$ cat config.mk
export PLATFORM = sky130hd
export DESIGN_NAME = ras_checkpointed
export DESIGN_NICKNAME = d
export VERILOG_FILES = /design/src/rtl/ras_checkpointed_pkg.sv /design/src/rtl/ras_checkpoint_queue.sv /design/src/rtl/ras_checkpointed.sv
export SDC_FILE = /design/constraint.sdc
export NUM_CORES = 1
export LEC_CHECK = 0
export CAP_MARGIN = 20
export CORE_AREA = 4 4 221 223
export CTS_CLUSTER_SIZE = 30
export DETAILED_ROUTE_END_ITERATION = 12
export DIE_AREA = 0 0 225 227
export SLEW_MARGIN = 20
export SYNTH_ARGS = -nofsm -noshare
export SYNTH_HDL_FRONTEND = slang
export SYNTH_SLANG_ARGS = --single-unit
$ cat constraint.sdc
create_clock -name clk -period 8.8 [get_ports clk]
set_input_delay 1.76 -clock clk [delete_from_list [all_inputs] [get_ports clk]]
set_output_delay 1.76 -clock clk [all_outputs]
set_load 0.05 [all_outputs]
$ cat src/rtl/ras_checkpointed_pkg.sv
// Shared types for the checkpointed return-address stack.
//
// Contents:
//   RAS_DEPTH / RAS_ADDR_W  default stack depth and return-address width
//   ras_ckpt_t              checkpoint record {tos, count, top} at the default widths
//   self_ras_t              fetch-side request into the RAS (push/pop/new_addr)
//   fetch_ras_t             prediction returned to fetch (addr/valid)
//   ras_ckpt_width()        checkpoint record width for any DEPTH/ADDR_W pair
package cva5_types;

    localparam int RAS_DEPTH  = 8;
    localparam int RAS_ADDR_W = 32;

    typedef struct packed {
        logic [$clog2(RAS_DEPTH)-1:0] tos;
        logic [$clog2(RAS_DEPTH):0]   count;
        logic [RAS_ADDR_W-1:0]        top;
    } ras_ckpt_t;

    typedef struct packed {
        logic                  push;
        logic                  pop;
        logic [RAS_ADDR_W-1:0] new_addr;
    } self_ras_t;

    typedef struct packed {
        logic [RAS_ADDR_W-1:0] addr;
        logic                  valid;
    } fetch_ras_t;

    // tos needs log2(depth) bits; count spans 0..depth so it needs one more.
    function automatic int ras_ckpt_width(input int depth, input int addr_w);
        return 2 * $clog2(depth) + 1 + addr_w;
    endfunction

endpackage

$ cat src/rtl/ras_checkpoint_queue.sv
// Circular FIFO holding RAS checkpoints, oldest entry always visible.
//
// Ports:
//   clk, rst    clock, asynchronous active-high reset
//   push        append push_data (dropped when full unless a pop happens too)
//   pop         discard the oldest entry (ignored when empty)
//   clear       empty the FIFO; takes priority over push/pop
//   push_data   entry to append
//   oldest      current oldest entry (meaningless when empty)
//   full/empty  occupancy flags
module ras_checkpoint_queue #(
    parameter int DEPTH = 4,
    parameter int WIDTH = 8
) (
    input  logic             clk,
    input  logic             rst,
    input  logic             push,
    input  logic             pop,
    input  logic             clear,
    input  logic [WIDTH-1:0] push_data,
    output logic [WIDTH-1:0] oldest,
    output logic             full,
    output logic             empty
);
    localparam int PTR_W = $clog2(DEPTH);

    // Pointers carry an extra wrap bit so full and empty are distinguishable.
    logic [PTR_W:0]   wr_ptr_q, rd_ptr_q;
    logic [WIDTH-1:0] mem_q [DEPTH];
    logic             do_push, do_pop;

    assign empty  = (wr_ptr_q == rd_ptr_q);
    assign full   = (wr_ptr_q[PTR_W] != rd_ptr_q[PTR_W]) &&
                    (wr_ptr_q[PTR_W-1:0] == rd_ptr_q[PTR_W-1:0]);
    assign oldest = mem_q[rd_ptr_q[PTR_W-1:0]];

    assign do_pop  = pop && !empty && !clear;
    // A push into a full FIFO is accepted only when the oldest slot is freed
    // in the same cycle; it then lands in the slot being vacated.
    assign do_push = push && (!full || do_pop) && !clear;

    always_ff @(posedge clk or posedge rst) begin
        if (rst) begin
            wr_ptr_q <= '0;
            rd_ptr_q <= '0;
        end else if (clear) begin
            wr_ptr_q <= '0;
            rd_ptr_q <= '0;
        end else begin
            if (do_push) wr_ptr_q <= wr_ptr_q + 1'b1;
            if (do_pop)  rd_ptr_q <= rd_ptr_q + 1'b1;
        end
    end

    always_ff @(posedge clk) begin
        if (do_push) mem_q[wr_ptr_q[PTR_W-1:0]] <= push_data;
    end

`ifndef SYNTHESIS
    a_push_when_full: assert property (@(posedge clk) disable iff (rst)
        !(push && !clear && full && !pop))
        else $error("ras_checkpoint_queue: checkpoint dropped, queue full");
    a_pop_when_empty: assert property (@(posedge clk) disable iff (rst)
        !(pop && !clear && empty))
        else $error("ras_checkpoint_queue: retire with no checkpoint outstanding");
`endif

endmodule

$ cat src/rtl/ras_checkpointed.sv
// Return-address stack with speculative checkpoint/restore.
//
// Ports:
//   clk, rst        clock, asynchronous active-high reset
//   push, new_addr  call fetched: push return address
//   pop             return fetched: pop top of stack
//   branch_fetched  snapshot {tos, count, top} after this cycle's push/pop
//   branch_retired  discard the oldest snapshot
//   mispredict      restore from the oldest snapshot and drop all snapshots
//   addr, valid     top-of-stack prediction and non-empty flag
//   ckpt_full       snapshot queue full: fetch must stall branches
//   ckpt_empty      no snapshots outstanding
module ras_checkpointed
    import cva5_types::*;
#(
    parameter int DEPTH      = 8,
    parameter int ADDR_W     = 32,
    parameter int CKPT_DEPTH = 4
) (
    input  logic              clk,
    input  logic              rst,
    input  logic              push,
    input  logic              pop,
    input  logic [ADDR_W-1:0] new_addr,
    input  logic              branch_fetched,
    input  logic              branch_retired,
    input  logic              mispredict,
    output logic [ADDR_W-1:0] addr,
    output logic              valid,
    output logic              ckpt_full,
    output logic              ckpt_empty
);
    localparam int TOS_W  = $clog2(DEPTH);
    localparam int CNT_W  = TOS_W + 1;
    localparam int CKPT_W = ras_ckpt_width(DEPTH, ADDR_W);

    typedef struct packed {
        logic [TOS_W-1:0]  tos;
        logic [CNT_W-1:0]  count;
        logic [ADDR_W-1:0] top;
    } ckpt_t;

    logic [ADDR_W-1:0] stack_q [DEPTH];
    logic [TOS_W-1:0]  tos_q, tos_d;
    logic [CNT_W-1:0]  count_q, count_d;

    logic              wr_en;
    logic [TOS_W-1:0]  wr_idx;
    logic [ADDR_W-1:0] wr_data;
    logic [ADDR_W-1:0] top_d;
    logic              restore;
    ckpt_t             ckpt_in, ckpt_oldest;
    logic [CKPT_W-1:0] oldest_bits;

    assign addr  = stack_q[tos_q];
    assign valid = (count_q != '0);

    // A mispredict with nothing to restore from is treated as absent.
    assign restore     = mispredict && !ckpt_empty;
    assign ckpt_oldest = ckpt_t'(oldest_bits);

    always_comb begin
        tos_d   = tos_q;
        count_d = count_q;
        wr_en   = 1'b0;
        wr_idx  = tos_q;
        wr_data = new_addr;
        if (restore) begin
            // Rewriting the saved top repairs a wrong-path overwrite of it.
            tos_d   = ckpt_oldest.tos;
            count_d = ckpt_oldest.count;
            wr_en   = 1'b1;
            wr_idx  = ckpt_oldest.tos;
            wr_data = ckpt_oldest.top;
        end else if (push && pop) begin
            wr_en = 1'b1;
        end else if (push) begin
            tos_d   = tos_q + 1'b1;
            wr_en   = 1'b1;
            wr_idx  = tos_q + 1'b1;
            count_d = (count_q == CNT_W'(DEPTH)) ? count_q : count_q + 1'b1;
        end else if (pop && valid) begin
            tos_d   = tos_q - 1'b1;
            count_d = count_q - 1'b1;
        end
    end

    // Snapshot reflects this cycle's push/pop, including a same-cycle write
    // to the new top that is not yet in the array.
    assign top_d   = (wr_en && (wr_idx == tos_d)) ? wr_data : stack_q[tos_d];
    assign ckpt_in = '{tos: tos_d, count: count_d, top: top_d};

    always_ff @(posedge clk or posedge rst) begin
        if (rst) begin
            tos_q   <= '0;
            count_q <= '0;
            for (int i = 0; i < DEPTH; i++) stack_q[i] <= '0;
        end else begin
            tos_q   <= tos_d;
            count_q <= count_d;
            for (int i = 0; i < DEPTH; i++) begin
                if (wr_en && (wr_idx == TOS_W'(i))) stack_q[i] <= wr_data;
            end
        end
    end

    ras_checkpoint_queue #(
        .DEPTH (CKPT_DEPTH),
        .WIDTH (CKPT_W)
    ) u_ckpt_queue (
        .clk       (clk),
        .rst       (rst),
        .push      (branch_fetched && !restore),
        .pop       (branch_retired && !restore),
        .clear     (restore),
        .push_data (ckpt_in),
        .oldest    (oldest_bits),
        .full      (ckpt_full),
        .empty     (ckpt_empty)
    );

`ifndef SYNTHESIS
    a_mispredict_empty: assert property (@(posedge clk) disable iff (rst)
        !(mispredict && ckpt_empty))
        else $error("ras_checkpointed: mispredict with no checkpoint outstanding");
`endif

endmodule

==> run summary <==
status: completed
nets@finish: 1651
CP Buf/Inv Count: 2
# fillers: 4020
setup TNS: 0 ns
dpl hpwl: 28.5 mm
number of synthesized register bits: 425
CTS Buf Count: 46
CTS Hold Bufs: 0
cell area after synthesis: 0.0205 sq mm
vias in the first global route: 13392
Synth-to-Final Area Change: 13.6%
Routed WL: 52.8 mm
final core occ: 50.0%
reg2reg end: u_ckpt_queue.mem_q[1][0]
initial antenna violation count: 0
crit path launch type: register
cts repair resizes: 0
clock-pin slew on the worst setup and hold paths: 0.06 ns
fmax: 179 MHz
core footprint: 0.0466 sq mm
count of final hold-check violations: 0
Initial Util: 44.0%
PortBufs: 73
GP Congestion: 0.750
critical path peak fanout: 41
Post-route DRC: 0
worst-skew pair later-pin latency: 0.57 ns
Vias per Instance: 5.83
FF/Latch Area: 0.0114 sq mm
Slowest-stage cell, CP: dfrtp_4
Crit Reg-Reg Startpoint: u_ckpt_queue.rd_ptr_q[1]
via count: 13096
H-tree depth: 2
row count: 79
reg2reg setup slack: 4.20 ns
worst path cell trace: buf_4, mux4_2, mux2_2, clkdlybuf4s50_1
largest net degree at the start of global routing: 167
Congestion Overflow GR: 0
post-CTS setup buffers: 0
Max-Cap Viols: 0
Clock Sinks: 425
I/O pin count: 74
n_diodes: 0
RSZ-0062 raised after global routing: no
CP Capture Type: primary output
total global routing track utilization: 20.9%
Mapped Avg Cell Area: 13.0 sq um
CP startpoint: tos_q[1]
most frequent cells in the layout: a21oi_1 (264), dfrtp_1 (264), nor2_1 (263)
post-synthesis instance total: 1570
wire length of the first global-routing pass: 82.0 mm
Post-synth EDFFs: 156
height of the die: 227 um
worst min path class: reg -> reg
critical path depth: 4
crit path DAT: 3.83 ns
required time worst endpoint: 7.04 ns
Die ar.: 0.0511 sq mm
Worst slew margin: 25.0%
remaining antenna violation count: 0
Crit path max-delay family: buffers and inverters
Final Slew Violations: 0
Die Wd: 225 um
post-synth top area share: 32.9%
FF-to-FF path depth: 8
Max stage delay on crit path: 0.97 ns
syn nets: 1618
clock tree root driver cell: clkbuf_16
time the worst path needs with I/O delays and setup: 5.59 ns
Unique masters post-synth: 50
Top FF cell, synth: dfrtp_1
layout cells sized above 1: 19.7%
yosys warns: 0
synth top area cells: dfrtp_1 (33%), edfxtp_1 (23%), mux4_2 (11%), mux2i_1 (7.9%), a21oi_1 (6.4%)
multi-input logic area: 0.00851 sq mm
CTS tree: yes
Slew @ Worst Pin: 1.13 ns
Crit Path Category: reg -> out
Final Skew: 0.0127 ns
routed length per instance: 23.5 um
Async S/R FF share, synth: 63.3%
Longest Clk Path Bufs: 3
first drt pass iteration count: 7
sequential share of the synthesized area: 55.7%
endpoints failing setup: 0
area leader, netlist: dfrtp_1
CP Capture Point: addr[17]
DRT iter0 DRCs: 1055
period utilization: 63.6%
[metrics by stage]
stage | cells | worst slack, ns | hold WS [ns] | instance area [sq um]
after CTS | 2248 | 3.12 | 0.552 | 23300
after global routing | 2248 | 3.05 | 0.566 | 23300
after floorplan | 1570 | 3.49 | 0.510 | 20500
after global placement | 2162 | 3.08 | 0.530 | 21700
after detailed placement | 2162 | 2.86 | 0.540 | 21700
final | 2248 | 3.21 | 0.549 | 23300
[Yosys cell counts, types with 4 or more instances]
| cell | n |
|---|---|
| o21ai_0 | 5 |
| dfrtp_1 | 269 |
| ha_1 | 9 |
| xnor2_1 | 8 |
| nand2_1 | 9 |
| a21oi_1 | 264 |
| a222oi_1 | 32 |
| a211oi_2 | 4 |
| nor4_4 | 4 |
| xor2_1 | 5 |
| buf_1 | 11 |
| mux2i_1 | 162 |
| mux4_2 | 103 |
| nor2_1 | 264 |
| buf_6 | 7 |
| edfxtp_1 | 156 |
| inv_1 | 13 |
| clkbuf_1 | 54 |
| a31oi_1 | 4 |
| mux2_2 | 97 |
| buf_4 | 7 |
| and2_1 | 6 |
| buf_2 | 39 |
[logic make-up (layout without fill, tap and decap cells)]
logic type / count (synthesis) / after routing / synth area share (%)
flip-flops: 425 / 425 / 55.7
multiplexers: 362 / 362 / 24.6
AO/OA/AOI/OAI: 333 / 333 / 9.56
AND/OR/NAND/NOR: 296 / 296 / 6.00
buffers and inverters: 132 / 203 / 3.04
XOR/XNOR: 13 / 13 / 0.556
adder cells (fa/ha/maj): 9 / 9 / 0.550
[worst min path at each step]
stage                               end  slack, ns  depth (start not counted)                      from
2_1_floorplan  u_ckpt_queue.rd_ptr_q[2]       0.51                          1  u_ckpt_queue.rd_ptr_q[2]
3_3_place_gp                stack_q[66]       0.53                          2               stack_q[66]
3_5_place_dp               stack_q[153]       0.54                          2              stack_q[153]
4_1_cts                    stack_q[158]       0.55                          2              stack_q[158]
5_1_grt                    stack_q[138]       0.57                          2              stack_q[138]
6_report                    stack_q[11]       0.55                          2               stack_q[11]
[tightest hold or removal path, stage by stage (launching register included)]
cell and delay [ns]:
dfrtp_1 0.35, nor2_1 0.05, a21oi_1 0.10
[flip-flops by register name, indices dropped and copies added, names as in the netlist]
| register | cells |
|---|---|
| u_ckpt_queue.wr_ptr_q | 3 |
| count_q | 4 |
| stack_q | 256 |
| u_ckpt_queue.rd_ptr_q | 3 |
| tos_q | 3 |
| u_ckpt_queue.mem_q | 156 |
[cell type report]
cell class	count	share of cell area, %
clock buffer	76	6.14
clock inverter	10	0.414
inverter	14	0.242
multi-input combinational	1013	36.6
sequential	425	49.1
tap	607	3.26
timing repair buffer	103	4.22
[layer usage]
layer / up-vias / GRT usage, % / wire [um]
met3: 77 / 2.63 / 2610
met2: 332 / 34.2 / 25200
met4: 0 / 5.51 / 1100
li1: 5967 / - / -
met5: - / 0 / 0
met1: 6720 / 30.1 / 23900
Power is not shown: default switching activity piles up to over one toggle a cycle in this logic, so the estimate is an artifact.
